### src/rtl/cpu_pkg.sv
// Shared MIPS32 encoding constants, predecode flag indices and the decode buffer entry type.
// Reused by the ID stage so both agree on opcode values and ctrl bit positions.
package cpu_pkg;

    localparam int CTRL_W       = 12;
    localparam int PD_W         = CTRL_W - 1;
    localparam int CTRL_REGWEN  = 0;
    localparam int CTRL_RI      = 1;
    localparam int CTRL_BRK     = 2;
    localparam int CTRL_SYSCALL = 3;
    localparam int CTRL_ERET    = 4;
    localparam int CTRL_CP0W    = 5;
    localparam int CTRL_CP0R    = 6;
    localparam int CTRL_MDU     = 7;
    localparam int CTRL_STORE   = 8;
    localparam int CTRL_LOAD    = 9;
    localparam int CTRL_BRANCH  = 10;
    localparam int CTRL_BD      = 11;

    localparam logic [5:0] OP_SPECIAL = 6'h00;
    localparam logic [5:0] OP_REGIMM  = 6'h01;
    localparam logic [5:0] OP_J       = 6'h02;
    localparam logic [5:0] OP_JAL     = 6'h03;
    localparam logic [5:0] OP_BEQ     = 6'h04;
    localparam logic [5:0] OP_BNE     = 6'h05;
    localparam logic [5:0] OP_BLEZ    = 6'h06;
    localparam logic [5:0] OP_BGTZ    = 6'h07;
    localparam logic [5:0] OP_ADDI    = 6'h08;
    localparam logic [5:0] OP_ADDIU   = 6'h09;
    localparam logic [5:0] OP_SLTI    = 6'h0A;
    localparam logic [5:0] OP_SLTIU   = 6'h0B;
    localparam logic [5:0] OP_ANDI    = 6'h0C;
    localparam logic [5:0] OP_ORI     = 6'h0D;
    localparam logic [5:0] OP_XORI    = 6'h0E;
    localparam logic [5:0] OP_LUI     = 6'h0F;
    localparam logic [5:0] OP_COP0    = 6'h10;
    localparam logic [5:0] OP_LB      = 6'h20;
    localparam logic [5:0] OP_LH      = 6'h21;
    localparam logic [5:0] OP_LW      = 6'h23;
    localparam logic [5:0] OP_LBU     = 6'h24;
    localparam logic [5:0] OP_LHU     = 6'h25;
    localparam logic [5:0] OP_SB      = 6'h28;
    localparam logic [5:0] OP_SH      = 6'h29;
    localparam logic [5:0] OP_SW      = 6'h2B;

    localparam logic [5:0] FN_SLL     = 6'h00;
    localparam logic [5:0] FN_SRL     = 6'h02;
    localparam logic [5:0] FN_SRA     = 6'h03;
    localparam logic [5:0] FN_SLLV    = 6'h04;
    localparam logic [5:0] FN_SRLV    = 6'h06;
    localparam logic [5:0] FN_SRAV    = 6'h07;
    localparam logic [5:0] FN_JR      = 6'h08;
    localparam logic [5:0] FN_JALR    = 6'h09;
    localparam logic [5:0] FN_SYSCALL = 6'h0C;
    localparam logic [5:0] FN_BREAK   = 6'h0D;
    localparam logic [5:0] FN_MFHI    = 6'h10;
    localparam logic [5:0] FN_MTHI    = 6'h11;
    localparam logic [5:0] FN_MFLO    = 6'h12;
    localparam logic [5:0] FN_MTLO    = 6'h13;
    localparam logic [5:0] FN_MULT    = 6'h18;
    localparam logic [5:0] FN_MULTU   = 6'h19;
    localparam logic [5:0] FN_DIV     = 6'h1A;
    localparam logic [5:0] FN_DIVU    = 6'h1B;
    localparam logic [5:0] FN_ADD     = 6'h20;
    localparam logic [5:0] FN_ADDU    = 6'h21;
    localparam logic [5:0] FN_SUB     = 6'h22;
    localparam logic [5:0] FN_SUBU    = 6'h23;
    localparam logic [5:0] FN_AND     = 6'h24;
    localparam logic [5:0] FN_OR      = 6'h25;
    localparam logic [5:0] FN_XOR     = 6'h26;
    localparam logic [5:0] FN_NOR     = 6'h27;
    localparam logic [5:0] FN_SLT     = 6'h2A;
    localparam logic [5:0] FN_SLTU    = 6'h2B;
    localparam logic [5:0] FN_ERET    = 6'h18;

    localparam logic [4:0] RT_BLTZ    = 5'h00;
    localparam logic [4:0] RT_BGEZ    = 5'h01;
    localparam logic [4:0] RT_BLTZAL  = 5'h10;
    localparam logic [4:0] RT_BGEZAL  = 5'h11;
    localparam logic [4:0] RS_MF      = 5'h00;
    localparam logic [4:0] RS_MT      = 5'h04;

    typedef struct packed {
        logic [31:0]       inst;
        logic [31:0]       pc;
        logic [CTRL_W-1:0] ctrl;
        logic [4:0]        wreg;
    } dbuf_entry_t;

endpackage

### src/rtl/inst_predecode.sv
// Purely combinational MIPS32 predecoder: classifies an instruction word into ctrl flags
// (all except bd) and its destination register.
module inst_predecode
    import cpu_pkg::*;
(
    input  logic [31:0]     inst,
    output logic [PD_W-1:0] ctrl,
    output logic [4:0]      wreg
);

    logic [5:0]      op_s;
    logic [5:0]      fn_s;
    logic [4:0]      rs_s;
    logic [4:0]      rt_s;
    logic [4:0]      rd_s;
    logic [4:0]      dst_s;
    logic [PD_W-1:0] ctrl_s;

    assign op_s = inst[31:26];
    assign fn_s = inst[5:0];
    assign rs_s = inst[25:21];
    assign rt_s = inst[20:16];
    assign rd_s = inst[15:11];

    // Classify opcode/funct/rt/rs into flags and choose the destination field.
    always_comb begin
        ctrl_s = '0;
        dst_s  = rt_s;
        case (op_s)
            OP_SPECIAL: begin
                dst_s = rd_s;
                case (fn_s)
                    FN_SLL, FN_SRL, FN_SRA, FN_SLLV, FN_SRLV, FN_SRAV,
                    FN_ADD, FN_ADDU, FN_SUB, FN_SUBU, FN_AND, FN_OR,
                    FN_XOR, FN_NOR, FN_SLT, FN_SLTU:
                        ctrl_s[CTRL_REGWEN] = 1'b1;
                    FN_JR:      ctrl_s[CTRL_BRANCH] = 1'b1;
                    FN_JALR: begin
                        ctrl_s[CTRL_BRANCH] = 1'b1;
                        ctrl_s[CTRL_REGWEN] = 1'b1;
                    end
                    FN_SYSCALL: ctrl_s[CTRL_SYSCALL] = 1'b1;
                    FN_BREAK:   ctrl_s[CTRL_BRK]     = 1'b1;
                    FN_MFHI, FN_MFLO: begin
                        ctrl_s[CTRL_MDU]    = 1'b1;
                        ctrl_s[CTRL_REGWEN] = 1'b1;
                    end
                    FN_MTHI, FN_MTLO, FN_MULT, FN_MULTU, FN_DIV, FN_DIVU:
                        ctrl_s[CTRL_MDU] = 1'b1;
                    default:    ctrl_s[CTRL_RI] = 1'b1;
                endcase
            end
            OP_REGIMM: begin
                case (rt_s)
                    RT_BLTZ, RT_BGEZ: ctrl_s[CTRL_BRANCH] = 1'b1;
                    RT_BLTZAL, RT_BGEZAL: begin
                        ctrl_s[CTRL_BRANCH] = 1'b1;
                        ctrl_s[CTRL_REGWEN] = 1'b1;
                        dst_s               = 5'd31;
                    end
                    default: ctrl_s[CTRL_RI] = 1'b1;
                endcase
            end
            OP_J, OP_BEQ, OP_BNE, OP_BLEZ, OP_BGTZ:
                ctrl_s[CTRL_BRANCH] = 1'b1;
            OP_JAL: begin
                ctrl_s[CTRL_BRANCH] = 1'b1;
                ctrl_s[CTRL_REGWEN] = 1'b1;
                dst_s               = 5'd31;
            end
            OP_ADDI, OP_ADDIU, OP_SLTI, OP_SLTIU, OP_ANDI, OP_ORI, OP_XORI, OP_LUI:
                ctrl_s[CTRL_REGWEN] = 1'b1;
            OP_COP0: begin
                if (rs_s == RS_MF) begin
                    ctrl_s[CTRL_CP0R]   = 1'b1;
                    ctrl_s[CTRL_REGWEN] = 1'b1;
                end else if (rs_s == RS_MT) begin
                    ctrl_s[CTRL_CP0W] = 1'b1;
                end else if (inst[25] && (fn_s == FN_ERET)) begin
                    ctrl_s[CTRL_ERET] = 1'b1;
                end else begin
                    ctrl_s[CTRL_RI] = 1'b1;
                end
            end
            OP_LB, OP_LH, OP_LW, OP_LBU, OP_LHU: begin
                ctrl_s[CTRL_LOAD]   = 1'b1;
                ctrl_s[CTRL_REGWEN] = 1'b1;
            end
            OP_SB, OP_SH, OP_SW:
                ctrl_s[CTRL_STORE] = 1'b1;
            default: ctrl_s[CTRL_RI] = 1'b1;
        endcase
    end

    assign ctrl = ctrl_s;
    assign wreg = ctrl_s[CTRL_REGWEN] ? dst_s : 5'd0;

endmodule

### src/rtl/decode_buffer.sv
// Instruction buffer between fetch and ID with predecode and branch-delay-slot tagging.
// Optional feature macro DBUF_BYPASS_EN: an enqueue into an empty buffer is visible the same cycle.
module decode_buffer
    import cpu_pkg::*;
#(
    parameter  int DEPTH = 4,
    localparam int PTR_W = $clog2(DEPTH)
) (
    input  logic              clk,
    input  logic              resetn,
    input  logic              in_valid,
    output logic              in_ready,
    input  logic [31:0]       in_inst,
    input  logic [31:0]       in_pc,
    input  logic              flush,
    output logic              out_valid,
    input  logic              out_ready,
    output logic [31:0]       out_inst,
    output logic [31:0]       out_pc,
    output logic [CTRL_W-1:0] out_ctrl,
    output logic [4:0]        out_wreg,
    output logic [PTR_W:0]    count
);

    dbuf_entry_t      mem_r [DEPTH];
    dbuf_entry_t      head_r;
    dbuf_entry_t      head_next_s;
    dbuf_entry_t      new_s;
    dbuf_entry_t      sel_s;
    logic [PTR_W-1:0] wr_ptr_r;
    logic [PTR_W-1:0] rd_ptr_r;
    logic [PTR_W-1:0] rd_ptr_inc_s;
    logic [PTR_W:0]   count_r;
    logic [PTR_W:0]   count_next_s;
    logic             bd_r;
    logic             in_ready_r;
    logic             out_valid_r;
    logic             out_valid_s;
    logic [PD_W-1:0]  pd_ctrl_s;
    logic [4:0]       pd_wreg_s;
    logic             enq_s;
    logic             deq_s;
    logic             take_s;
    logic             store_s;
    logic             pop_s;

    inst_predecode u_predecode (
        .inst (in_inst),
        .ctrl (pd_ctrl_s),
        .wreg (pd_wreg_s)
    );

    assign new_s.inst = in_inst;
    assign new_s.pc   = in_pc;
    assign new_s.ctrl = {bd_r, pd_ctrl_s};
    assign new_s.wreg = pd_wreg_s;

    assign enq_s = in_valid && in_ready_r && !flush;

`ifdef DBUF_BYPASS_EN
    // An entry shown straight from the input and consumed the same cycle never touches storage.
    assign out_valid_s = out_valid_r || (enq_s && (count_r == '0));
    assign take_s      = enq_s && (count_r == '0) && out_ready;
    assign sel_s       = out_valid_r ? head_r : new_s;
`else
    assign out_valid_s = out_valid_r;
    assign take_s      = 1'b0;
    assign sel_s       = head_r;
`endif

    assign deq_s        = out_valid_s && out_ready && !flush;
    assign store_s      = enq_s && !take_s;
    assign pop_s        = deq_s && !take_s;
    assign rd_ptr_inc_s = rd_ptr_r + PTR_W'(1);

    // Next occupancy; flush wins over any same-cycle transfer.
    always_comb begin
        count_next_s = count_r;
        if (flush) begin
            count_next_s = '0;
        end else begin
            count_next_s = count_r + (PTR_W+1)'(store_s) - (PTR_W+1)'(pop_s);
        end
    end

    // Next head: the incoming entry when it lands in an empty slot, else the next stored entry.
    always_comb begin
        head_next_s = head_r;
        if (!flush && store_s && ((count_r == '0) || (pop_s && (count_r == (PTR_W+1)'(1))))) begin
            head_next_s = new_s;
        end else if (!flush && pop_s && (count_r > (PTR_W+1)'(1))) begin
            head_next_s = mem_r[rd_ptr_inc_s];
        end else begin
            head_next_s = head_r;
        end
    end

    // Payload storage is deliberately left unreset.
    always_ff @(posedge clk) begin
        if (store_s) begin
            mem_r[wr_ptr_r] <= new_s;
        end
    end

    // Pointers, occupancy, registered handshakes, head register and delay-slot tracker.
    always_ff @(posedge clk or negedge resetn) begin
        if (!resetn) begin
            wr_ptr_r    <= '0;
            rd_ptr_r    <= '0;
            count_r     <= '0;
            bd_r        <= 1'b0;
            in_ready_r  <= 1'b0;
            out_valid_r <= 1'b0;
            head_r      <= '0;
        end else begin
            count_r     <= count_next_s;
            in_ready_r  <= (count_next_s != (PTR_W+1)'(DEPTH));
            out_valid_r <= (count_next_s != '0);
            head_r      <= head_next_s;
            if (flush) begin
                wr_ptr_r <= '0;
                rd_ptr_r <= '0;
                bd_r     <= 1'b0;
            end else begin
                if (store_s) begin
                    wr_ptr_r <= wr_ptr_r + PTR_W'(1);
                end
                if (pop_s) begin
                    rd_ptr_r <= rd_ptr_inc_s;
                end
                if (enq_s) begin
                    bd_r <= pd_ctrl_s[CTRL_BRANCH];
                end
            end
        end
    end

    assign in_ready  = in_ready_r;
    assign out_valid = out_valid_s;
    assign out_inst  = sel_s.inst;
    assign out_pc    = sel_s.pc;
    assign out_ctrl  = sel_s.ctrl;
    assign out_wreg  = sel_s.wreg;
    assign count     = count_r;

endmodule

### config.mk
export PLATFORM = sky130hd
export DESIGN_NAME = decode_buffer
export DESIGN_NICKNAME = d
export VERILOG_FILES = /design/src/rtl/cpu_pkg.sv /design/src/rtl/inst_predecode.sv /design/src/rtl/decode_buffer.sv
export SDC_FILE = /design/constraint.sdc
export NUM_CORES = 1
export LEC_CHECK = 0
export ABC_AREA = 1
export BUFFER_PORTS_ARGS = -buffer_cell sky130_fd_sc_hd__buf_2
export CORE_MARGIN = 4
export CORE_UTILIZATION = 34
export CTS_BUF_LIST = sky130_fd_sc_hd__clkbuf_2
export DETAILED_ROUTE_END_ITERATION = 10
export PLACE_DENSITY = 0.57
export SYNTH_ARGS = -nofsm -noshare
export SYNTH_HDL_FRONTEND = slang
export SYNTH_SLANG_ARGS = --single-unit
### constraint.sdc
create_clock -name clk -period 7.25 [get_ports clk]
set_input_delay 0.725 -clock clk [delete_from_list [all_inputs] [get_ports clk]]
set_output_delay 0.725 -clock clk [all_outputs]
set_load 0.005 [all_outputs]
==> results summary <==
The ratio of total power to cell area came out at 307 mW/mm^2. The instance count of the mapped netlist came out at 1450. The core utilization of the finished layout is 40.7%. The vias per cell came out at 4.79.

The number of clock sinks came out at 415. The max-slew violation total from the final report was 0. The routed design has 45400 um of wire. The clock tree from TritonCTS is built.

The biggest area contributor in the post-synthesis netlist is sky130_fd_sc_hd__edfxtp_1. The endpoint identified for the worst register-to-register timing path is out_wreg[0]. After layout, the design draws a total of 0.00614 W. The reg-to-reg setup timing slack came out at 3.47 ns.

In this run, the number of DRC markers left after iteration 0 of detailed routing was 687. The worst reg2reg path startpoint is in_ready. The critical path starts at in_ready.

The initial utilization of the core area, before any placement, comes to 34.4%. The half-perimeter wire length of the detailed placement result is 26500 um. Global routing used 17.0% of the available tracks across all layers. On the worst path, the slowest cell contributes a delay of 0.81 ns. The flow ran to the end, and the final reports show no timing, DRC or antenna violations. After detailed routing, the average wire length per cell comes to 18.3 um. The number of setup violations in the final report came out at 0.

The smallest clock period supported by the final layout is computed as 3.78 ns. In this run the cell area of the synthesized design comes to 0.0169 sq mm. The slowest stage of the critical path belongs to the cell sky130_fd_sc_hd__inv_2. In this design, the critical path's most frequently occurring cell is sky130_fd_sc_hd__nand2_1. The clock edge transition at the registers on the reported setup and hold paths came out at 0.11 ns. The ratio of cells with drive above 1 in the final layout came out at 21.8%. The maximum root-to-sink buffer count came out at 3.

The static leakage power is 8.12 nW. Setup repair after global routing left no endpoint under its margin. The critical setup path kind is flop to flop. The post-synthesis sequential element count came out at 415.

Ranked by total cell area, the synthesized netlist is headed by sky130_fd_sc_hd__edfxtp_1 (58%), sky130_fd_sc_hd__dfrtp_1 (13%), sky130_fd_sc_hd__nand2_1 (7.3%), sky130_fd_sc_hd__nor2_1 (4.4%), sky130_fd_sc_hd__o21ai_0 (3.4%). The critical path ends at out_wreg[0]. The number of enable-type register cells in the synthesized netlist is 324. The total die area came out at 0.0533 sq mm.

The worst setup path is launched from a flop. From left edge to right edge, the die measures 231 um. The peak fanout along the critical path is 61. The worst setup path is captured at a flop. The post-synthesis async set-or-reset flop share came out at 21.9%. The classification of the worst-slack hold path is input port to asynchronous set/reset pin. The global-route wire length before repair came out at 70600 um.

The commonest cells after synthesis are sky130_fd_sc_hd__nand2_1 (326), sky130_fd_sc_hd__edfxtp_1 (324), sky130_fd_sc_hd__nor2_1 (200). The number of global-route vias before repair is 12400. The count of buffers inserted at the top-level ports came out at 154.

The vertical die dimension came out at 231 um. The cell area after placement is 0.0183 sq mm. The number of different library cells used by synthesis comes to 38. Relative to the synthesized area, the layout overhead comes to 18.4%. Walking the worst path, the cells encountered are nand3_4, nor3_2, nand2_2, buf_4, nand2_2, inv_2, buf_4, nand2_1, nand2_1, inv_1, nand2_1.

The post-route worst hold slack is 0.284 ns. The total overflow left after global routing is 0. The relative max-transition margin is 22.3%. The library cell used as clock root buffer is sky130_fd_sc_hd__clkbuf_2.

In this run the remaining antenna-violating nets after routing total 0. The later pin in the worst-skew pair is clocked with a latency of 1.07 ns. The maximum vdd drop came out at 139 uV. The slew of the pin with the lowest slew margin came out at 1.16 ns. The final setup skew came out at 0.0784 ns. The number of standard-cell rows in the floorplan came out at 81.

The final non-filler cell area came out at 0.0200 sq mm. The final layout net count came out at 1805. The required time of the critical path is 8.22 ns. The initial antenna violation count is 3. The number of CTS-inserted buffers came out at 107. The number of warnings reported in the yosys synthesis log came out at 0. The share of Yosys cell area claimed by the top area cell type is 57.7%. The number of setup buffers added after CTS came out at 0. The total vias in the final route is 11900. The sequential-to-total area share from yosys stat came out at 71.1%. 155 I/O pins were placed.

The final-report hold violation count came out at 0. The detailed-routing iteration count for the pre-antenna-repair pass came out at 6. The clock tree synthesis step divided the H-tree into 3 levels. The post-route setup TNS is 0 ns. The share of the clock period used by the worst path is 52.1%. The maximum number of pins on one net before global-route repair came out at 84. The final weighted congestion of routability-driven global placement came out at 0.865. For the worst setup path, the data arrival time is 4.75 ns. In the synthesized netlist the dominant register cell turns out to be sky130_fd_sc_hd__edfxtp_1. The net count after synthesis is 1528. Counting cells, the worst reg-to-reg path comes to 11. The synthesized area divided by synthesized cell count is 11.6 sq um. The number of max-cap violations came out at 0. The maximum clock rate is 265 MHz. The core region is 0.0491 sq mm. The most repeated cell in the gate-level netlist after synthesis is sky130_fd_sc_hd__nand2_1.

In the routed design, unresolved DRC markers number 0.
==> kinds of logic (layout without fill, tap and decap cells) <==
family,count (synthesis),in the layout,share of synthesized area [%]
compound gates,266,266,8.81
fa+ha+maj,9,9,0.712
buf+inv,139,508,3.66
flops,415,415,71.1
mux,25,25,1.48
other cells,0,3,0
simple gates,596,596,14.2
==> critical path, delay by kind of cell, from the launching register on <==
kind,cells,cell delay (ns)
flops,1,0.42
simple gates,7,1.19
buf+inv,4,2.03
==> timing repair <==
| action | 4_1_cts | 5_1_grt |
|---|---|---|
| resized for setup | 0 | 0 |
| endpoints found under the hold margin | 361 | 0 |
| hold buffers | 68 | 0 |
==> report_power, final <==
group / internal, W / switching (W) / leakage, nW
combinational: 0.000492 / 0.000873 / 3.20
clock: 0.000701 / 0.000947 / 0.824
sequential: 0.00292 / 0.000205 / 4.10
==> cell type report <==
class                   count  area [sq um]
inverters                  72           270
multi-input cells         896          4290
fillers                  4824         29100
repair buffers            235          1550
well taps                 664           831
diodes                      3          7.51
clock buffers             187           936
clock inverters            14          86.3
flip-flops and latches    415         12000
==> routing by layer <==
layer	up-vias	global-route usage (%)	routed length [um]
met3	78	4.05	2800
met4	0	5.56	981
met5	-	0	0
met1	5805	22.2	20000
met2	360	28.0	21700
li1	5671	-	-
==> placed cells by master, fill, tap and decap left out, types with 3 or more instances in the layout <==
cell type / netlist / routed
sky130_fd_sc_hd__a21oi_1: 49 / 49
sky130_fd_sc_hd__dlygate4sd3_1: 0 / 68
sky130_fd_sc_hd__clkinv_1: 0 / 8
sky130_fd_sc_hd__buf_2: 41 / 153
sky130_fd_sc_hd__inv_2: 13 / 15
sky130_fd_sc_hd__nand4_1: 3 / 3
sky130_fd_sc_hd__nor2_1: 200 / 195
sky130_fd_sc_hd__mux2i_1: 25 / 25
sky130_fd_sc_hd__o21ai_1: 40 / 40
sky130_fd_sc_hd__nand2_1: 326 / 326
sky130_fd_sc_hd__o21ai_0: 114 / 114
sky130_fd_sc_hd__nor2_4: 0 / 5
sky130_fd_sc_hd__nand3_1: 47 / 47
sky130_fd_sc_hd__inv_1: 59 / 59
sky130_fd_sc_hd__dfrtp_1: 91 / 89
sky130_fd_sc_hd__nand2_2: 4 / 4
sky130_fd_sc_hd__ha_1: 8 / 8
sky130_fd_sc_hd__buf_4: 1 / 14
sky130_fd_sc_hd__edfxtp_1: 324 / 324
sky130_fd_sc_hd__diode_2: 0 / 3
sky130_fd_sc_hd__a22oi_1: 25 / 25
sky130_fd_sc_hd__o211ai_1: 24 / 24
sky130_fd_sc_hd__nor2_2: 5 / 5
sky130_fd_sc_hd__o22ai_1: 6 / 6
sky130_fd_sc_hd__a211oi_1: 3 / 3
sky130_fd_sc_hd__clkbuf_2: 2 / 187
==> stage by stage <==
stage          instances  setup slack (ns)
3_5_place_dp        2214              2.96
4_1_cts             2483              3.38
2_1_floorplan       1450              2.42
6_report            2486              3.47
5_1_grt             2485              3.08
3_3_place_gp        2214              3.08
==> how the worst min path moves through the flow <==
stage / startpoint / endpoint / cells past startpoint
6_report: resetn / out_inst[8] / 2
5_1_grt: resetn / out_inst[8] / 2
4_1_cts: resetn / out_inst[8] / 2
3_5_place_dp: out_pc[29] / out_pc[29] / 2
3_3_place_gp: out_pc[26] / out_pc[26] / 2
2_1_floorplan: resetn / bd_r / 0
==> sequential cells by signal, summed over array words and instances (netlist names) <==
register	count
count	3
out_valid	1
mem_r	324
out_inst	32
wr_ptr_r	2
out_pc	32
out_ctrl	12
in_ready	1
bd_r	1
out_wreg	5
rd_ptr_r	2
No activity file was read; power rests on OpenSTA's default activity.
